`src/rtl/lcd_fb_reader.sv`:
```
`default_nettype none
// ============================================================================
// Module : lcd_fb_reader
// Brief  : Sequential frame-buffer scanner, BRAM -> 2-entry FIFO -> pixel stream
// Rev    : 1.0
// ============================================================================
module lcd_fb_reader #(
  parameter int WIDTH = 8,
  parameter int H_RES = 160,
  parameter int V_RES = 80,
  parameter int LEN   = H_RES * V_RES,
  parameter int AW    = $clog2(LEN)
) (
  input  logic             clk,
  input  logic             rst_n,
  input  logic             start,
  input  logic             abort,
  output logic             busy,
  output logic             mem_req,
  output logic [AW-1:0]    mem_addr,
  input  logic [WIDTH-1:0] mem_dout,
  output logic [WIDTH-1:0] pix_data,
  output logic             pix_valid,
  input  logic             pix_ready,
  output logic             pix_eol,
  output logic             pix_last,
  output logic             frame_done
);

  localparam int XW = (H_RES > 1) ? $clog2(H_RES) : 1;
  localparam int YW = (V_RES > 1) ? $clog2(V_RES) : 1;
  localparam logic [XW-1:0] X_MAX = XW'(H_RES - 1);
  localparam logic [YW-1:0] Y_MAX = YW'(V_RES - 1);
  localparam logic [AW-1:0] A_MAX = AW'(LEN - 1);

  typedef enum logic [1:0] {
    S_IDLE  = 2'd0,
    S_RUN   = 2'd1,
    S_DRAIN = 2'd2
  } state_t;

  state_t           state_q;
  logic [AW-1:0]    rd_addr_q;
  logic             inflight_q;
  logic [1:0]       fifo_cnt_q;
  logic             wr_ptr_q;
  logic             rd_ptr_q;
  logic [WIDTH-1:0] fifo_q [2];
  logic [XW-1:0]    x_q;
  logic [YW-1:0]    y_q;
  logic             done_q;

  logic       pop;
  logic       push;
  logic       issue;
  logic       last_pop;
  logic       flush;
  logic [2:0] occ;

  assign pop      = pix_valid & pix_ready;
  assign push     = inflight_q;
  // Words held or in flight must stay within the two FIFO slots after this cycle's pop.
  assign occ      = {1'b0, fifo_cnt_q} + {2'b00, inflight_q};
  assign issue    = (state_q == S_RUN) && (occ < (3'd2 + {2'b00, pop}));
  assign last_pop = (state_q == S_DRAIN) && pop && (fifo_cnt_q == 2'd1) && !inflight_q;
  assign flush    = abort && (state_q != S_IDLE);

  assign busy       = (state_q != S_IDLE);
  assign mem_req    = busy;
  assign mem_addr   = rd_addr_q;
  assign pix_valid  = (fifo_cnt_q != 2'd0);
  assign pix_data   = fifo_q[rd_ptr_q];
  assign pix_eol    = pix_valid && (x_q == X_MAX);
  assign pix_last   = pix_eol && (y_q == Y_MAX);
  assign frame_done = done_q;

  always_ff @(posedge clk or negedge rst_n) begin
    if (!rst_n) begin
      state_q    <= S_IDLE;
      rd_addr_q  <= '0;
      inflight_q <= 1'b0;
      fifo_cnt_q <= 2'd0;
      wr_ptr_q   <= 1'b0;
      rd_ptr_q   <= 1'b0;
      fifo_q[0]  <= '0;
      fifo_q[1]  <= '0;
      x_q        <= '0;
      y_q        <= '0;
      done_q     <= 1'b0;
    end else begin
      done_q <= 1'b0;
      case (state_q)
        // The frame_done cycle still refuses start so a new frame never overlaps the pulse.
        S_IDLE: begin
          if (start && !abort && !done_q) begin
            state_q   <= S_RUN;
            rd_addr_q <= '0;
          end
        end
        S_RUN: begin
          if (abort) begin
            state_q <= S_IDLE;
          end else if (issue && (rd_addr_q == A_MAX)) begin
            state_q <= S_DRAIN;
          end
        end
        S_DRAIN: begin
          if (abort) begin
            state_q <= S_IDLE;
          end else if (last_pop) begin
            state_q <= S_IDLE;
            done_q  <= 1'b1;
          end
        end
        default: state_q <= S_IDLE;
      endcase

      if (flush || (state_q == S_IDLE)) begin
        if (flush) begin
          inflight_q <= 1'b0;
          fifo_cnt_q <= 2'd0;
          wr_ptr_q   <= 1'b0;
          rd_ptr_q   <= 1'b0;
        end
        x_q <= '0;
        y_q <= '0;
      end else begin
        inflight_q <= issue;
        if (issue) begin
          rd_addr_q <= rd_addr_q + AW'(1);
        end
        if (push) begin
          fifo_q[wr_ptr_q] <= mem_dout;
          wr_ptr_q         <= ~wr_ptr_q;
        end
        if (pop) begin
          rd_ptr_q <= ~rd_ptr_q;
          if (x_q == X_MAX) begin
            x_q <= '0;
            y_q <= y_q + YW'(1);
          end else begin
            x_q <= x_q + XW'(1);
          end
        end
        fifo_cnt_q <= fifo_cnt_q + {1'b0, push} - {1'b0, pop};
      end
    end
  end

endmodule
`default_nettype wire

```
`config.mk`:
```
export PLATFORM = sky130hd
export DESIGN_NAME = lcd_fb_reader
export DESIGN_NICKNAME = d
export VERILOG_FILES = /design/src/rtl/lcd_fb_reader.sv
export SDC_FILE = /design/constraint.sdc
export NUM_CORES = 1
export LEC_CHECK = 0
export CORE_UTILIZATION = 40
export DETAILED_ROUTE_END_ITERATION = 12
export PLACE_DENSITY = 0.72
export SYNTH_ARGS = -nofsm -noshare
export SYNTH_HDL_FRONTEND = slang
export SYNTH_SLANG_ARGS = --single-unit
```
`constraint.sdc`:
```
create_clock -name clk -period 2.8 [get_ports clk]
set_clock_uncertainty 0.2 [all_clocks]
set_input_delay 0.84 -clock clk [delete_from_list [all_inputs] [get_ports clk]]
set_output_delay 0.84 -clock clk [all_outputs]
set_load 0.01 [all_outputs]
```
==> results.tsv <==
stage	metric	value	unit
outcome	status	finished, violations left	
outcome	violations	design-rule violations	
timing	min_period	2.72	ns
clocking	cts_tree	done	
synthesis	synth-main-ff-cell	dfrtp_1	
synthesis	syn-num-nets	272	
grt	grt_max_degree	32	
clocking	insertion_delay	0.30	ns
timing	worst_slack	0.0785	ns
clocking	cts_sinks	53	
final_layout	synthToLayoutAreaGrowth	24.9	%
worst_setup_path	r2r_start	fifo_cnt_q[1]	
grt	grt_pass1_vias	2046	
worst_setup_path	cp-startpoint	rd_ptr_q	
synthesis	synth_cell_types	47	
route	drc	1	
final_layout	final_layout_size_suffix_gt1_share	19.4	%
timing	clock.fmax	367	MHz
timing	max_slew_margin	65.4	%
power	p_leak	1.55	nW
synthesis	netlist_area	2730	µm²
route	vias	2087	
timing	setup_viol	0	
power	netSwitchingFraction	32.8	%
final_layout	fin_cells	387	
power	power_density	674	nW/µm²
floorplanning	ios	41	
route	drt_iter0_markers	166	
power	seqPwrFrac	45.3	%
synthesis	yosysWarningCount	0	
worst_setup_path	crit_type	register to output pin	
worst_setup_path	crit_path_end_kind	output pin	
clocking	cts_buffers	5	
timing	finalSetupTns	0	ns
synthesis	yosys_register_bits	53	
placement	placed_cells	379	
synthesis	synth.avg_cell_area	10.8	µm²
synthesis	synth-edff-count	0	
worst_setup_path	crit_arrival	1.68	ns
final_layout	antennaDiodeCount	0	
floorplanning	initial_utilization	42.3	%
clocking	ctsHoldBuffers	0	
worst_setup_path	cp_slowest_cell	dfrtp_2	
floorplanning	die_h	84.6	µm
power	comb_power_share	36.4	%
placement	place_congestion	0.816	
floorplanning	die_area	7160	µm²
worst_setup_path	path_cells	mux2_2 > clkdlybuf4s50_1	
timing	rsz0062_at_grt	false	
clocking	clockRootBuffer	clkbuf_8	
placement	dpl.hpwl	4070	µm
synthesis	synth_cells	252	
run	maxCapViolCount	0	
clocking	path_clk_slew	0.09	ns
worst_hold_path	hp-class	input pin to async pin	
placement	numPortBuffers	40	
final_layout	multiInputGateArea	1340	µm²
route	drtPass1Iterations	8	
final_layout	fin_nets	329	
synthesis	synth-async-reset-ratio	100	%
power	intPower	1.54	mW
synthesis	seq_area_frac_synth	48.6	%
power	clkPwrFrac	18.3	%
clocking	htreeDepth	2	
route	wl	5590	µm
route	routedWlPerCell	14.4	µm
timing	hold_violations	0	
route	detail-route-antenna-nets	0	
worst_setup_path	crit_buf_inv	1	
timing	drv_slew	0	
placement	post-place-ws	0.0282	ns
worst_setup_path	crit_path_max_fanout	11	
grt	grt_pass1_wl	9980	µm
grt	grt_overflow	0	
final_layout	fill_cells	579	
worst_setup_path	critPathTopFamily	flip-flops	
grt	antenna_found_initial	0	
worst_setup_path	critPathMaxStageDelay	0.52	ns
route	avgViaCountPerCell	5.39	
timing	tightest_slew	0.519	ns
clocking	cts.path.max_buffers	2	
grt	track_usage	17.3	%
floorplanning	core_area	6460	µm²
floorplanning	die_x	84.6	µm
worst_setup_path	cp-start-kind	register	
timing	min_period_over_period	97.2	%
floorplanning	row_count	29	
power	ir_drop	0.436	mV
power	switching_power	0.753	mW
worst_setup_path	required	1.76	ns
final_layout	seq_area	1330	µm²
-- final cells by class --
cell class                      instances  area share, %
Clock inverter                          1          0.220
Multi-Input combinational cell        186           39.3
Timing Repair Buffer                   58           15.7
Clock buffer                            7           2.24
Tap cell                               77           2.83
Inverter                                5          0.697
Sequential cell                        53           38.9
-- power by group through the flow --
stage	sequential (mW)	clock, mW	combinational [mW]
detailed placement	1.05	0	0.836
global placement	1.05	0	0.816
floorplan	1.02	0	0.494
finish	1.04	0.420	0.835
global route	1.06	0.454	0.923
CTS	1.04	0.430	0.847
-- worst register-to-register path, cell delays in order (launching register included) --
cell	delay, ns
dfrtp_1	0.39
buf_4	0.16
o21ai_4	0.20
inv_6	0.08
ha_1	0.28
inv_1	0.04
ha_1	0.18
xnor2_1	0.13
nor3_1	0.14
a21oi_1	0.05
o21ai_0	0.15
-- path summary, 6_finish.rpt --
path                       slack (ns)            end  depth (start not counted)
max                              0.08    pix_data[1]                          2
min                              0.30     fifo_q[10]                          1
max reg2reg                      0.72  fifo_cnt_q[1]                         10
min reg2reg                      0.31      fifo_q[3]                          1
max in group asynchronous        1.55         x_q[3]                          2
min in group clk                 0.31      fifo_q[3]                          1
-- cells in the mapped netlist, drive strengths merged (2+ instances only) --
| cell | instances | share of area, % |
|---|---|---|
| nor4b | 2 | 0.64 |
| nand4b | 2 | 0.64 |
| xnor2 | 3 | 0.96 |
| nand4 | 7 | 1.6 |
| dfrtp | 53 | 49 |
| nor4 | 3 | 0.69 |
| inv | 5 | 0.87 |
| xor2 | 8 | 2.6 |
| nor3 | 7 | 1.3 |
| nand2b | 2 | 0.46 |
| or4 | 2 | 0.55 |
| a21oi | 6 | 1.1 |
| nor2 | 19 | 2.7 |
| and3 | 7 | 1.7 |
| mux2i | 14 | 5.1 |
| nand3 | 15 | 3.2 |
| nor3b | 2 | 0.96 |
| buf | 6 | 1.1 |
| o2111ai | 2 | 0.64 |
| o31ai | 3 | 0.82 |
| and4 | 3 | 0.96 |
| ha | 7 | 3.2 |
| o21ai | 6 | 1.5 |
| mux2 | 24 | 9.9 |
| clkbuf | 2 | 0.28 |
| nand2 | 30 | 4.1 |
-- cells in the final DEF (no fill, tap or decap), drive strengths merged, types with 3 or more instances in the layout --
cell type / Yosys / final
clkbuf: 2 / 8
mux2: 24 / 24
ha: 7 / 7
o31ai: 3 / 3
a21oi: 6 / 6
xor2: 8 / 8
clkdlybuf4s50: 0 / 37
buf: 6 / 19
nand4: 7 / 7
nor3: 7 / 7
nand2: 30 / 30
dfrtp: 53 / 53
mux2i: 14 / 14
o21ai: 6 / 6
xnor2: 3 / 3
nand3: 15 / 15
and4: 3 / 3
nor4: 3 / 3
nor2: 19 / 19
and3: 7 / 7
inv: 5 / 5
-- sequential cells by signal, indices dropped and copies added (netlist names) --
| name | flops |
|---|---|
| y_q | 7 |
| wr_ptr_q | 1 |
| fifo_cnt_q | 2 |
| fifo_q | 16 |
| mem_addr | 14 |
| inflight_q | 1 |
| x_q | 8 |
| rd_ptr_q | 1 |
| frame_done | 1 |
| state_q | 2 |
-- per-layer routing --
| metal | vias up | part of all wire (%) | routed length, µm | global-route usage [%] |
|---|---|---|---|---|
| met5 | - | 0 | 0 | 0 |
| li1 | 1023 | - | - | - |
| met1 | 1016 | 49 | 2730 | 25.1 |
| met3 | 4 | 4.3 | 240 | 3.24 |
| met2 | 44 | 46 | 2570 | 26.5 |
| met4 | 0 | 0.82 | 46 | 4.78 |
-- timing repair --
action                                  CTS  global route
setup buffers                             0             0
endpoints found under the setup margin   10             1
gates resized for setup                   3             3
-- kinds of logic (layout without fill, tap and decap cells) --
kind of cell | Yosys count | in the layout | share of synthesized area [%]
compound gates | 23 | 23 | 5.82
xor+xnor | 11 | 11 | 3.53
fa+ha+maj | 7 | 7 | 3.21
buf+inv | 13 | 71 | 2.29
flops | 53 | 53 | 48.6
mux | 38 | 38 | 15.0
simple gates | 107 | 107 | 21.5
-- per-stage QoR --
stage / util, % / power, mW / hold WS (ns) / cell area (µm²)
final: 52.8 / 2.30 / 0.304 / 3410
after global routing: 52.8 / 2.44 / 0.324 / 3410
after CTS: 52.8 / 2.32 / 0.311 / 3410
after detailed placement: 51.6 / 1.89 / 0.290 / 3330
after global placement: 51.6 / 1.86 / 0.284 / 3330
after floorplan: - / 1.51 / 0.275 / 2730
Power figures use the tool's default switching activity.
==> patch 1: new RTL, config.mk and constraints unchanged <==
Encoding of `state_t`: now one-hot (3 bits for 3 states).
--- a/src/rtl/lcd_fb_reader.sv
+++ b/src/rtl/lcd_fb_reader.sv
@@ -33,10 +33,10 @@
   localparam logic [YW-1:0] Y_MAX = YW'(V_RES - 1);
   localparam logic [AW-1:0] A_MAX = AW'(LEN - 1);
 
-  typedef enum logic [1:0] {
-    S_IDLE  = 2'd0,
-    S_RUN   = 2'd1,
-    S_DRAIN = 2'd2
+  typedef enum logic [2:0] {
+    S_IDLE  = 3'b001,
+    S_RUN   = 3'b010,
+    S_DRAIN = 3'b100
   } state_t;
 
   state_t           state_q;
Behaviour: same outputs for any inputs over 10 cycles, from zero or initial values and one cycle with rst_n low; not proved beyond that.
==> patch 1 against the unedited design <==
- design area grew 4.6%
- utilization increased by 2.4 points
- area after synthesis is 0.14% higher
- power decreased by 16%
- final cell count is 4.4% higher
- sequential share of layout area down 0.96 points
- via count is 4.5% higher
- die area is 0.13% higher
- global-route usage increased by 0.37 points
- wire length up 2.4%
- sequential cell count is 1 higher
- setup slack gained 0.0013 ns
- critical endpoint is now pix_data[5]
- highest routed layer unchanged
==> patch 1: results (changes against the unedited design) <==
* Status: complete, no violations (was finished, violations left)
* Crit-path slowest cell: dfrtp_2 (unchanged)
* CP top delay family: flip-flops (unchanged)
* Pre-CTS WS at -0.0799 ns (was 0.0282 ns)
* Dpl cells at 396 (was 379)
* Clock-cell share at 0.0305 (was 0.0246)
* Psw at 0.000570 W (was 0.000753 W)
* Synth area leaders: dfrtp_1 (49%), mux2_2 (9.9%), mux2i_1 (5.1%), nand2_1 (3.6%), ha_1 (3.2%) (was dfrtp_1 (49%), mux2_2 (9.9%), mux2i_1 (5.1%), nand2_1 (4.1%), ha_1 (3.2%))
* Internal power at 0.00136 W (was 0.00154 W)
* Number of global-route vias before repair at 2270 (was 2046)
* Root buf cell: clkbuf_8 (unchanged)
* Seq area share at 0.380 (was 0.389)
* CTS Buf Count at 5 (unchanged)
* Non-clk bufs at 72 (was 58)
* Clock transition at path regs at 0.09 ns (about the same)
* Setup TNS at 0 ns (unchanged)
* Fillers at 562 (was 579)
* #MultiIn Comb at 184 (was 186)
* Post-DR vias/cell at 5.40 (was 5.39)
* Leak pwr at 1.66 nW (was 1.55 nW)
* Multi-input combinational area share at 0.373 (was 0.393)
* Seq group at 0.000920 W (was 0.00104 W)
* Final wirelength at 5720 um (was 5590 um)
* Count of unique library cells instantiated by Yosys at 43 (was 47)
* Relative slew slack at 0.539 (was 0.654)
* Vias at 2180 (was 2087)
* Setup Buffers After CTS at 0 (unchanged)
* Share of cells above drive strength 1 at 0.229 (was 0.194)
* Clock Path Buffers at 2 (unchanged)
* Area share of buffers outside the clock network at 0.180 (was 0.157)
* Largest register by flop count: fifo_q (unchanged)
* Worst-Skew Late Latency at 0.31 ns
* Peak supply drop at 0.338 mV (was 0.436 mV)
* Total global-route track usage at 0.176 (was 0.173)
* Largest net degree at the start of global routing at 55 (was 32)
* NumNets Final at 346 (was 329)
* Clk sink count at 54 (was 53)
* Inverters at 9 (was 5)
* Post-synthesis net count at 274 (was 272)
* # diodes at 0 (unchanged)
* Gpl congestion at 0.801 (was 0.816)
* Largest stage delay, worst path at 0.52 ns (about the same)
* Post-CTS sizing at 5 (was 3)
* Number of synthesis warnings at 0 (unchanged)
* Drt pass-1 iters at 6 (was 8)
* Cells after Synth at 254 (was 252)
* Post-synthesis async set-or-reset flop share at 1.00 (unchanged)
* Comb power frac at 0.255 (was 0.364)
* Hold WC Path Type: register to register (was input port to asynchronous set/reset pin)
* HPWL after detailed placement at 4010 um (was 4070 um)
* H-tree depth at 2 (unchanged)
* List of most frequent post-synthesis cells: dfrtp_1 (53), nand2_1 (26), mux2_2 (24) (was dfrtp_1 (53), nand2_1 (30), mux2_2 (24))
* First-pass GRT wire length at 10300 um (was 9980 um)
* DRT iter0 DRCs at 85 (was 166)
* Worst Path Max Fanout at 11 (unchanged)
* Sequential element share of the synthesized area at 0.495 (was 0.486)
* Initial antenna violation count at 0 (unchanged)
## patch 1: through the flow
stage,utilization,instance area (um^2)
final,0.552,3560
after global routing,0.552,3560
after floorplan,-,2730
after CTS,0.551,3560
after global placement,0.532,3440
after detailed placement,0.532,3440
## patch 1: worst reg2reg max path, delay by kind of cell, from the launching register on
family,cells,cell delay (ns)
flip-flops,1,0.47
AO/OA/AOI/OAI,1,0.20
AND/OR/NAND/NOR,2,0.80
adder cells (fa/ha/maj),2,0.47
## patch 1: metal layers
metal / vias to the layer above / track usage / share of wire
li1: 1065 / - / -
met1: 1069 / 0.240 / 0.48
met2: 38 / 0.288 / 0.47
met3: 8 / 0.0374 / 0.035
met4: 0 / 0.0462 / 0.013
met5: - / 0 / 0
## patch 1: final timing paths
| check | from | to | slack, ns | depth (start not counted) |
|---|---|---|---|---|
| worst max-delay path | rd_ptr_q | pix_data[5] | 0.08 | 2 |
| worst min-delay path | fifo_q[11] | fifo_q[11] | 0.31 | 1 |
| worst max register to register | inflight_q | state_q[1] | 0.56 | 5 |
| worst min register to register | fifo_q[11] | fifo_q[11] | 0.31 | 1 |
| max in group asynchronous | rst_n | rd_ptr_q | 1.45 | 2 |
| min in group asynchronous | rst_n | x_q[4] | 0.46 | 2 |
## patch 1: cell families after synthesis
| family | count (synthesis) | synth area share |
|---|---|---|
| buffers and inverters | 16 | 0.0270 |
| AND/OR/NAND/NOR | 104 | 0.210 |
| adder cells (fa/ha/maj) | 7 | 0.0320 |
| multiplexers | 38 | 0.150 |
| AO/OA/AOI/OAI | 26 | 0.0572 |
| flip-flops | 54 | 0.495 |
| XOR/XNOR | 9 | 0.0288 |
==> patch 2: new RTL, config.mk and constraints unchanged <==
Without the edit above. Change the parameter `H_RES` from 160 to 320.
--- a/src/rtl/lcd_fb_reader.sv
+++ b/src/rtl/lcd_fb_reader.sv
@@ -6,7 +6,7 @@
 // ============================================================================
 module lcd_fb_reader #(
   parameter int WIDTH = 8,
-  parameter int H_RES = 160,
+  parameter int H_RES = 320,
   parameter int V_RES = 80,
   parameter int LEN   = H_RES * V_RES,
   parameter int AW    = $clog2(LEN)
Interface: changed (resized mem_addr); port bits go from 41 to 42. The function was not compared with the original's and may differ.
==> patch 2 against the unedited design <==
- first-iteration DRC count fell by 19%
- wire length rose by 5.7%
- synthesized cell count rose by 7.5%
- combinational power rose by 7.9%
- clock power rose by 22%
- design area rose by 7.1%
- area after synthesis rose by 5.0%
- power rose by 9.2%
- sequential cell count rose by 2
- non-clock buffer count rose by 8
- setup slack got worse by 0.0056 ns
==> patch 2: results (changes against the unedited design) <==
* Status: complete, no violations (was finished, violations left)
* Gpl congestion at 0.794 (was 0.816)
* Peak supply drop at 0.434 mV (was 0.436 mV)
* Vias at 2235 (was 2087)
* Drt pass-1 iters at 4 (was 8)
* Largest net degree at the start of global routing at 56 (was 32)
* M3 GR Usage at 0.0305 (was 0.0324)
* Count of unique library cells instantiated by Yosys at 50 (was 47)
* Inverters at 6 (was 5)
* Share of cells above drive strength 1 at 0.216 (was 0.194)
* Non-clk bufs at 66 (was 58)
* DR WL/cell at 13.8 um (was 14.4 um)
* CLK BUF at 6 (was 7)
* Leak pwr at 1.58 nW (was 1.55 nW)
* Layout area overhead at 27.4% (was 24.9%)
* NumNets Final at 353 (was 329)
* Sequential cells at 55 (was 53)
* Met1 GRT Util at 0.215 (was 0.251)
* Fillers at 638 (was 579)
* Placement-stage cell area at 3540 um^2 (was 3330 um^2)
* Register area at 1380 um^2 (was 1330 um^2)
* Total global-route track usage at 0.172 (was 0.173)
* Area share of buffers outside the clock network at 0.171 (was 0.157)
* List of most frequent post-synthesis cells: dfrtp_1 (55), nand2_1 (35), mux2_2 (24) (was dfrtp_1 (53), nand2_1 (30), mux2_2 (24))
* Post-synthesis net count at 291 (was 272)
* Port bufs at 41 (was 40)
* # diodes at 0 (unchanged)
* DRT iter0 DRCs at 135 (was 166)
* HPWL after detailed placement at 4250 um (was 4070 um)
* Actual slew at the worst max-slew pin at 0.468 ns (was 0.519 ns)
* Synth area leaders: dfrtp_1 (48%), mux2_2 (9.4%), mux2i_1 (4.9%), nand2_1 (4.6%), ha_1 (3.1%) (was dfrtp_1 (49%), mux2_2 (9.9%), mux2i_1 (5.1%), nand2_1 (4.1%), ha_1 (3.2%))
* Clock-cell share at 0.0281 (was 0.0246)
* Sequential element share of the synthesized area at 0.480 (was 0.486)
patch 2: metrics by stage:
step	total power [W]	std cells	hold WS [ns]	setup TNS [ns]	worst slack (ns)
after floorplan	0.00160	271	0.275	0	0.375
after global placement	0.00199	420	0.283	0	0.0295
after detailed placement	0.00202	420	0.293	-0.0321	-0.0146
after CTS	0.00255	427	0.315	0	0.00943
after global routing	0.00267	429	0.327	-0.0111	-0.0103
final	0.00251	429	0.308	0	0.0729
patch 2: power breakdown:
group | switching [W] | internal, W
Sequential | 0.000140 | 0.000956
Combinational | 0.000391 | 0.000510
Clock | 0.000249 | 0.000263
Total | 0.000780 | 0.00173
patch 2: metal layers:
| metal | part of all wire | up-vias |
|---|---|---|
| li1 | - | 1104 |
| met1 | 0.46 | 1085 |
| met2 | 0.50 | 41 |
| met3 | 0.029 | 5 |
| met4 | 0.012 | 0 |
| met5 | 0 | - |
patch 2: timing repair:
item,4_1_cts,5_1_grt
buffers inserted,0,2
endpoints found under the setup margin,10,2
hold buffers,0,0
gates resized for setup,5,2
patch 2: logic make-up after synthesis:
family / Yosys count / synth area share
DFF: 55 / 0.480
xor gates and xnor gates: 9 / 0.0275
buffers and inverters: 17 / 0.0305
adders and majority gates: 7 / 0.0305
AOI/OAI and AO/OA: 31 / 0.0711
and+or+nand+nor: 114 / 0.217
muxes: 38 / 0.143
patch 2: path summary, 6_finish.rpt:
check / from / end / slack, ns / cells past startpoint
max in group asynchronous: rst_n / rd_ptr_q / 1.83 / 2
max: rd_ptr_q / pix_data[0] / 0.07 / 2
max reg2reg: inflight_q / mem_addr[12] / 0.34 / 5
min reg2reg: fifo_q[14] / fifo_q[14] / 0.31 / 1
min: rst_n / mem_addr[7] / 0.31 / 2
min in group clk: fifo_q[14] / fifo_q[14] / 0.31 / 1
